--- src/rtl/ws2812b_pkg.sv ---
// Shared WS2812B protocol constants and receiver state codes.
package ws2812b_pkg;

  localparam int CYCLES_SHORT     = 4;
  localparam int CYCLES_LONG      = 6;
  localparam int CYCLES_THRESHOLD = (CYCLES_SHORT + CYCLES_LONG) / 2;
  localparam int CYCLES_RET       = 450;
  localparam int WORD_BITS        = 24;

  typedef logic [1:0] state_t;

  localparam state_t IDLE = 2'd0;
  localparam state_t HIGH = 2'd1;
  localparam state_t LOW  = 2'd2;

endpackage

--- src/rtl/ws2812b_sync_edge.sv ---
// Two-flop synchronizer for an asynchronous line, plus rise/fall detection
// on the synchronized level.
module ws2812b_sync_edge (
  input  logic clk,
  input  logic reset,
  input  logic serial,
  output logic line_sync,
  output logic rise,
  output logic fall
);

  logic meta;
  logic line_prev;

  // Synchronize the line, then keep one extra delayed copy to find edges
  always_ff @(posedge clk) begin
    if (reset) begin
      meta      <= 1'b0;
      line_sync <= 1'b0;
      line_prev <= 1'b0;
    end else begin
      meta      <= serial;
      line_sync <= meta;
      line_prev <= line_sync;
    end
  end

  assign rise = line_sync & ~line_prev;
  assign fall = ~line_sync & line_prev;

endmodule

--- src/rtl/ws2812b_in_module.sv ---
// WS2812B receiver: measures high-pulse widths, decodes bits, assembles
// 24-bit words (first bit into bit 0) into a one-word buffer, and reports
// frame end on a long low gap.
module ws2812b_in_module #(
  parameter int CYCLES_THRESHOLD = ws2812b_pkg::CYCLES_THRESHOLD,
  parameter int CYCLES_MIN_HIGH  = 2,
  parameter int CYCLES_MAX_HIGH  = 12,
  parameter int CYCLES_RET       = ws2812b_pkg::CYCLES_RET,
  parameter int COUNTER_WIDTH    = 10
) (
  input  logic        clk,
  input  logic        reset,
  input  logic        ws2812b_data,
  output logic [23:0] data,
  output logic        data_available,
  input  logic        data_read,
  output logic        frame_end,
  output logic        frame_error,
  output logic        overflow,
  output logic [3:0]  debug_info
);

  import ws2812b_pkg::*;

  localparam logic [COUNTER_WIDTH-1:0] ONE_C    = COUNTER_WIDTH'(1);
  localparam logic [COUNTER_WIDTH-1:0] THRESH_C = COUNTER_WIDTH'(CYCLES_THRESHOLD);
  localparam logic [COUNTER_WIDTH-1:0] MIN_C    = COUNTER_WIDTH'(CYCLES_MIN_HIGH);
  localparam logic [COUNTER_WIDTH-1:0] MAX_C    = COUNTER_WIDTH'(CYCLES_MAX_HIGH);
  localparam logic [COUNTER_WIDTH-1:0] SAT_C    = COUNTER_WIDTH'(CYCLES_MAX_HIGH + 1);
  localparam logic [COUNTER_WIDTH-1:0] RET_C    = COUNTER_WIDTH'(CYCLES_RET);
  localparam logic [COUNTER_WIDTH-1:0] RET_M1_C = COUNTER_WIDTH'(CYCLES_RET - 1);
  localparam logic [4:0]               LAST_BIT = 5'(WORD_BITS - 1);

  logic                     line_sync;
  logic                     rise;
  logic                     fall;
  state_t                   state;
  logic [COUNTER_WIDTH-1:0] high_cnt;
  logic [COUNTER_WIDTH-1:0] low_cnt;
  logic [4:0]               bit_cnt;
  logic [22:0]              shreg;
  logic                     width_ok;
  logic                     bit_val;
  logic                     word_done;
  logic [23:0]              next_word;

  ws2812b_sync_edge u_sync (
    .clk       (clk),
    .reset     (reset),
    .serial    (ws2812b_data),
    .line_sync (line_sync),
    .rise      (rise),
    .fall      (fall)
  );

  // Classify the pulse that is ending and form the word it would produce
  always_comb begin
    width_ok  = (high_cnt >= MIN_C) && (high_cnt <= MAX_C);
    bit_val   = (high_cnt >= THRESH_C);
    next_word = {bit_val, shreg};
    word_done = (state == HIGH) && fall && width_ok && (bit_cnt == LAST_BIT);
  end

  // Pulse-width FSM: tracks high/low times, shifts in bits, flags errors and gaps
  always_ff @(posedge clk) begin
    if (reset) begin
      state       <= IDLE;
      high_cnt    <= '0;
      low_cnt     <= '0;
      bit_cnt     <= '0;
      shreg       <= '0;
      frame_end   <= 1'b0;
      frame_error <= 1'b0;
    end else begin
      frame_end   <= 1'b0;
      frame_error <= 1'b0;
      case (state)
        IDLE: begin
          if (rise) begin
            state    <= HIGH;
            high_cnt <= ONE_C;
          end else if (low_cnt < RET_C) begin
            low_cnt <= low_cnt + ONE_C;
          end
        end
        HIGH: begin
          if (fall) begin
            if (!width_ok) begin
              frame_error <= 1'b1;
              bit_cnt     <= '0;
              low_cnt     <= ONE_C;
              state       <= IDLE;
            end else begin
              shreg   <= next_word[23:1];
              bit_cnt <= word_done ? 5'd0 : bit_cnt + 5'd1;
              low_cnt <= ONE_C;
              state   <= LOW;
            end
          end else if (high_cnt < SAT_C) begin
            high_cnt <= high_cnt + ONE_C;
          end
        end
        LOW: begin
          if (rise) begin
            state    <= HIGH;
            high_cnt <= ONE_C;
          end else if (low_cnt >= RET_M1_C) begin
            frame_end   <= 1'b1;
            frame_error <= (bit_cnt != 5'd0);
            bit_cnt     <= '0;
            low_cnt     <= RET_C;
            state       <= IDLE;
          end else begin
            low_cnt <= low_cnt + ONE_C;
          end
        end
        default: state <= IDLE;
      endcase
    end
  end

  // One-word output buffer with available/read handshake and overflow report
  always_ff @(posedge clk) begin
    if (reset) begin
      data           <= '0;
      data_available <= 1'b0;
      overflow       <= 1'b0;
    end else begin
      overflow <= 1'b0;
      if (word_done) begin
        if (!data_available || data_read) begin
          data           <= next_word;
          data_available <= 1'b1;
        end else begin
          overflow <= 1'b1;
        end
      end else if (data_read) begin
        data_available <= 1'b0;
      end
    end
  end

  assign debug_info = {data_available, frame_end, line_sync, clk};

endmodule
--- config.mk ---
export PLATFORM = sky130hd
export DESIGN_NAME = ws2812b_in_module
export DESIGN_NICKNAME = d
export VERILOG_FILES = /design/src/rtl/ws2812b_pkg.sv /design/src/rtl/ws2812b_sync_edge.sv /design/src/rtl/ws2812b_in_module.sv
export SDC_FILE = /design/constraint.sdc
export NUM_CORES = 1
export LEC_CHECK = 0
export BUFFER_PORTS_ARGS = -buffer_cell sky130_fd_sc_hd__buf_2
export CAP_MARGIN = 0
export CORE_AREA = 2 2 95 97
export CTS_CLUSTER_SIZE = 25
export DETAILED_ROUTE_END_ITERATION = 12
export DIE_AREA = 0 0 97 99
export HOLD_SLACK_MARGIN = 0.02
export PLACE_DENSITY = 0.73
export SKIP_LAST_GASP = 1
export SLEW_MARGIN = 20
export SYNTH_ARGS = -nofsm -noshare
export SYNTH_HDL_FRONTEND = slang
export SYNTH_SLANG_ARGS = --single-unit
--- constraint.sdc ---
create_clock -name clk -period 3.4 [get_ports clk]
set_input_delay 0.17 -clock clk [delete_from_list [all_inputs] [get_ports clk]]
set_output_delay 0.17 -clock clk [all_outputs]
set_load 0.01 [all_outputs]
Word level (Yosys, flattened, before mapping). Cells that the tools add are included.

Add/sub/neg operators: 3. Magnitude comparators: 6. Eq/ne operators: 14. Multiplexer cells: 32. Bitwise gates (word level): 6. Reductions and logical operators: 22.

Operators by type and width (count): 2-to-1 mux 10 bit (8); case mux 10 bit (3 select lines) (1); 2-to-1 mux 5 bit (5); adder 10 x 1 -> 10 bit (second input constant) (2); case mux 10 bit (2 select lines) (1); != test 2 bit (second input constant) (7); greater-or-equal comparator 10 x 2 -> 1 bit (second input constant) (1); greater-or-equal comparator 10 x 3 -> 1 bit (second input constant) (1); greater-or-equal comparator 10 x 9 -> 1 bit (second input constant) (1); less-or-equal comparator 10 x 4 -> 1 bit (second input constant) (1); < comparator 10 x 4 -> 1 bit (second input constant) (1); < comparator 10 x 9 -> 1 bit (second input constant) (1); 2-to-1 mux 2 bit (5); case mux 5 bit (2 select lines) (1); 2-to-1 mux 1 bit (9); AND reduction 4 bit (2); != test 2 x 1 -> 1 bit (second input constant) (3); case mux 2 bit (3 select lines) (1); AND reduction 3 bit (2); nonzero test 2 bit (3); adder 5 x 1 -> 5 bit (second input constant) (1); == test 5 bit (second input constant) (1); AND reduction 5 bit (1); nonzero test 5 bit (1); 14 further kinds (23).

Bits in registers: 81. Bits of input ports: 4. Output and inout port bits: 32.

Logic depth before layout (Yosys ltp).
Depth after elaboration: 9. Mapped depth: 9. Depth with buffers taken out: 7.

Cells and area by module. From an unflattened synthesis, not the netlist that was laid out.

Cells, all modules: 417. Area, all modules: 3656.0 um^2.

By module, submodules not included: ws2812b_in_module (times used 1, cells an instance 409, area an instance 3564.7 um^2, sequential area each 1561.5 um^2); ws2812b_sync_edge (times used 1, cells an instance 8, area an instance 91.3 um^2, sequential area each 60.1 um^2).

==> results.json <==
{
  "p_leak_nw": 1.73,
  "antenna_left": 0,
  "synth_fp_nets": 412,
  "clock_latency_ns": 0.46,
  "intPower_mw": 1.47,
  "drc": 0,
  "crit_chain": "inv_1, ha_1, or4_4, nand4_4, nand3b_4, mux2i_1, nor2_1",
  "layout.nets": 443,
  "via_per_inst": 5.41,
  "crit_path_end_kind": "flip-flop",
  "drtIter0Drc": 170,
  "synth_seq_cells": 81,
  "path_clk_slew_ns": 0.08,
  "n_antenna_cell": 0,
  "placedCellCount": 519,
  "fillCellCount": 817,
  "dr.pass1.iters": 5,
  "final_cells": 539,
  "syn_area_um2": 3720,
  "pwr_density_cell_nw_per_um2": 486,
  "grt_antenna_before_repair": 0,
  "yosys.area.top_type": "dfxtp_1",
  "synth_warnings": 0,
  "status": "complete, no violations",
  "grt_overflow_total": 0,
  "multi_input_area_um2": 1870,
  "syn_area_per_cell_um2": 9.41,
  "grt_pass1_wl_um": 12500,
  "synth-seq-area-share_pct": 43.6,
  "yosys-top-cells-area": "dfxtp_1 44%, mux2i_1 13%, nor2_1 6.8%, ha_1 4.4%, a21oi_1 2.6%",
  "pin_count": 36,
  "cap_violations": 0,
  "final_max_slew_viol_count": 0,
  "cts_tree": "built",
  "syn_to_final_growth_pct": 11.2,
  "tns_ns": 0,
  "synth_edf_count": 0,
  "crit_required_ns": 3.73,
  "die_h_um": 99,
  "fp.dieW_um": 97,
  "switching_share_pct": 27.0,
  "dieArea_um2": 9600,
  "seq_power_share_pct": 49.1,
  "crit_family": "simple AND/OR/NAND/NOR gates",
  "finalWeightedCongestion": 0.820,
  "dpl.hpwl_um": 5160,
  "worst-setup-path-type": "flip-flop to flip-flop",
  "arrival_ns": 2.58,
  "worst_pin_slew_ns": 0.838,
  "synth-async-reset-ratio_pct": 0,
  "hold_violations": 0,
  "combPwrFrac_pct": 10.2,
  "pwr-share-clk_pct": 40.7,
  "synth_cells": 395,
  "cts_setup_buffers": 0,
  "r2r-start": "high_cnt[0]",
  "finalPower_mw": 2.01,
  "synth_top_area_share_pct": 43.6,
  "drt_wl_total_um": 7480,
  "rows": 34,
  "drive_above_1_share_pct": 14.8,
  "max_stage_delay_ns": 0.46,
  "grt_pass1_vias": 2758,
  "slew_headroom_pct": 44.0,
  "cp-start-kind": "flip-flop",
  "via_count": 2914,
  "rsz0062_at_grt": "no",
  "fin_skew_ns": 0.0100,
  "grt_max_degree": 42,
  "post-synth-top-count-cell": "dfxtp_1",
  "io_buffers": 35,
  "crit_start": "high_cnt[0]",
  "core_um2": 8550,
  "critPathMaxFanout": 24,
  "period_needed_ns": 2.25,
  "postCtsHoldBufs": 1,
  "ir_drop_uv": 314,
  "hold_start": "data_read",
  "p_sw_mw": 0.542,
  "setup_viol": 0,
  "crit_slowest_cell": "nand3b_4",
  "min_path_type": "primary input to flip-flop",
  "cts-resized-gates": 0,
  "seqCellArea_um2": 1620,
  "synthDistinctLibCells": 52,
  "period_share_pct": 66.2,
  "synth_ff_type": "dfxtp_1",
  "path_buf_inv": 1,
  "wl_per_cell_um": 13.9,
  "start_util_pct": 43.5,
  "synthTopCellsByCount": "81 x dfxtp_1, 67 x nor2_1, 50 x mux2i_1",
  "grt_usage_pct": 15.8,
  "clock.fmax_ghz": 0.444
}
-- per-layer routing --
metal	part of all wire [%]	up-vias	track usage [%]	wire [um]
met5	0	-	0	0
met4	1.5	0	6.18	113
met3	3.0	11	4.40	225
met2	48	61	26.4	3600
met1	47	1389	19.6	3540
li1	-	1453	-	-
-- sequential cells by signal (all words and copies together) (netlist names) --
register / flops
state: 2
frame_error: 1
high_cnt: 10
u_sync.meta: 1
bit_cnt: 5
u_sync.line_sync: 1
data_available: 1
overflow: 1
data: 24
low_cnt: 10
u_sync.line_prev: 1
frame_end: 1
shreg: 23
-- through the flow --
step / hold WS (ns) / util [%] / setup slack (ns) / instance area (um^2)
CTS: 0.0437 / 48.3 / 1.15 / 4130
detailed placement: 0.271 / 45.4 / 1.15 / 3880
global placement: 0.271 / 45.4 / 1.20 / 3880
floorplan: 0.262 / - / 1.41 / 3720
global route: 0.0493 / 48.3 / 0.975 / 4130
finish: 0.0409 / 48.3 / 1.15 / 4130
-- path summary, 6_finish.rpt --
| kind | endpoint | slack [ns] | cells after the start |
|---|---|---|---|
| hold / removal | overflow | 0.04 | 3 |
| setup / recovery | data[8] | 1.15 | 7 |
| setup reg to reg | data[8] | 1.15 | 7 |
| hold reg to reg | u_sync.line_sync | 0.45 | 1 |
-- power by group through the flow --
| stage | sequential, mW | clock (mW) | combinational (mW) |
|---|---|---|---|
| 6_report | 0.985 | 0.817 | 0.206 |
| 5_1_grt | 0.988 | 0.879 | 0.230 |
| 4_1_cts | 0.985 | 0.835 | 0.203 |
| 3_5_place_dp | 1.01 | 0.0178 | 0.202 |
| 3_3_place_gp | 1.01 | 0.0178 | 0.192 |
| 2_1_floorplan | 1.00 | 0.0242 | 0.158 |
-- cell usage in the layout, fill, tap and decap left out, drive strengths merged, types with 2 or more instances in the layout --
cell	instances
o21a	2
and2	3
a41oi	4
a21oi	19
o21ai	6
o211ai	2
a311oi	2
clkbuf	12
nand2	15
o22ai	4
nand2b	6
nand3b	3
inv	22
clkinv	2
a211oi	6
nor3	12
o32ai	3
nor3b	5
mux2i	50
dfxtp	81
nand4	3
nor4	3
a31oi	5
or3	2
buf	36
nand3	9
nor2	68
ha	13
nor4b	3
clkinvlp	2
and3	4
a32o	3
nor2b	6
-- worst reg2reg max path: stages (launching register included) --
cell and delay (ns):
dfxtp_1 0.45, inv_1 0.10, ha_1 0.20, or4_4 0.42
nand4_4 0.18, nand3b_4 0.46, mux2i_1 0.26, nor2_1 0.07
-- final cells by class --
cell class | count | area share, %
clock inverters | 7 | 1.85
inverters | 20 | 1.82
well taps | 108 | 3.27
multi-input cells | 274 | 45.2
flip-flops and latches | 81 | 39.2
clock buffers | 13 | 4.12
repair buffers | 36 | 4.54
-- cell families after synthesis --
kind of cell | count (synthesis) | synth area share, %
simple gates | 147 | 20.8
flops | 81 | 43.6
compound gates | 63 | 11.4
mux | 50 | 13.5
buf+inv | 40 | 6.16
fa+ha+maj | 13 | 4.38
xor+xnor | 1 | 0.236
Power figures use the tool's default switching activity.
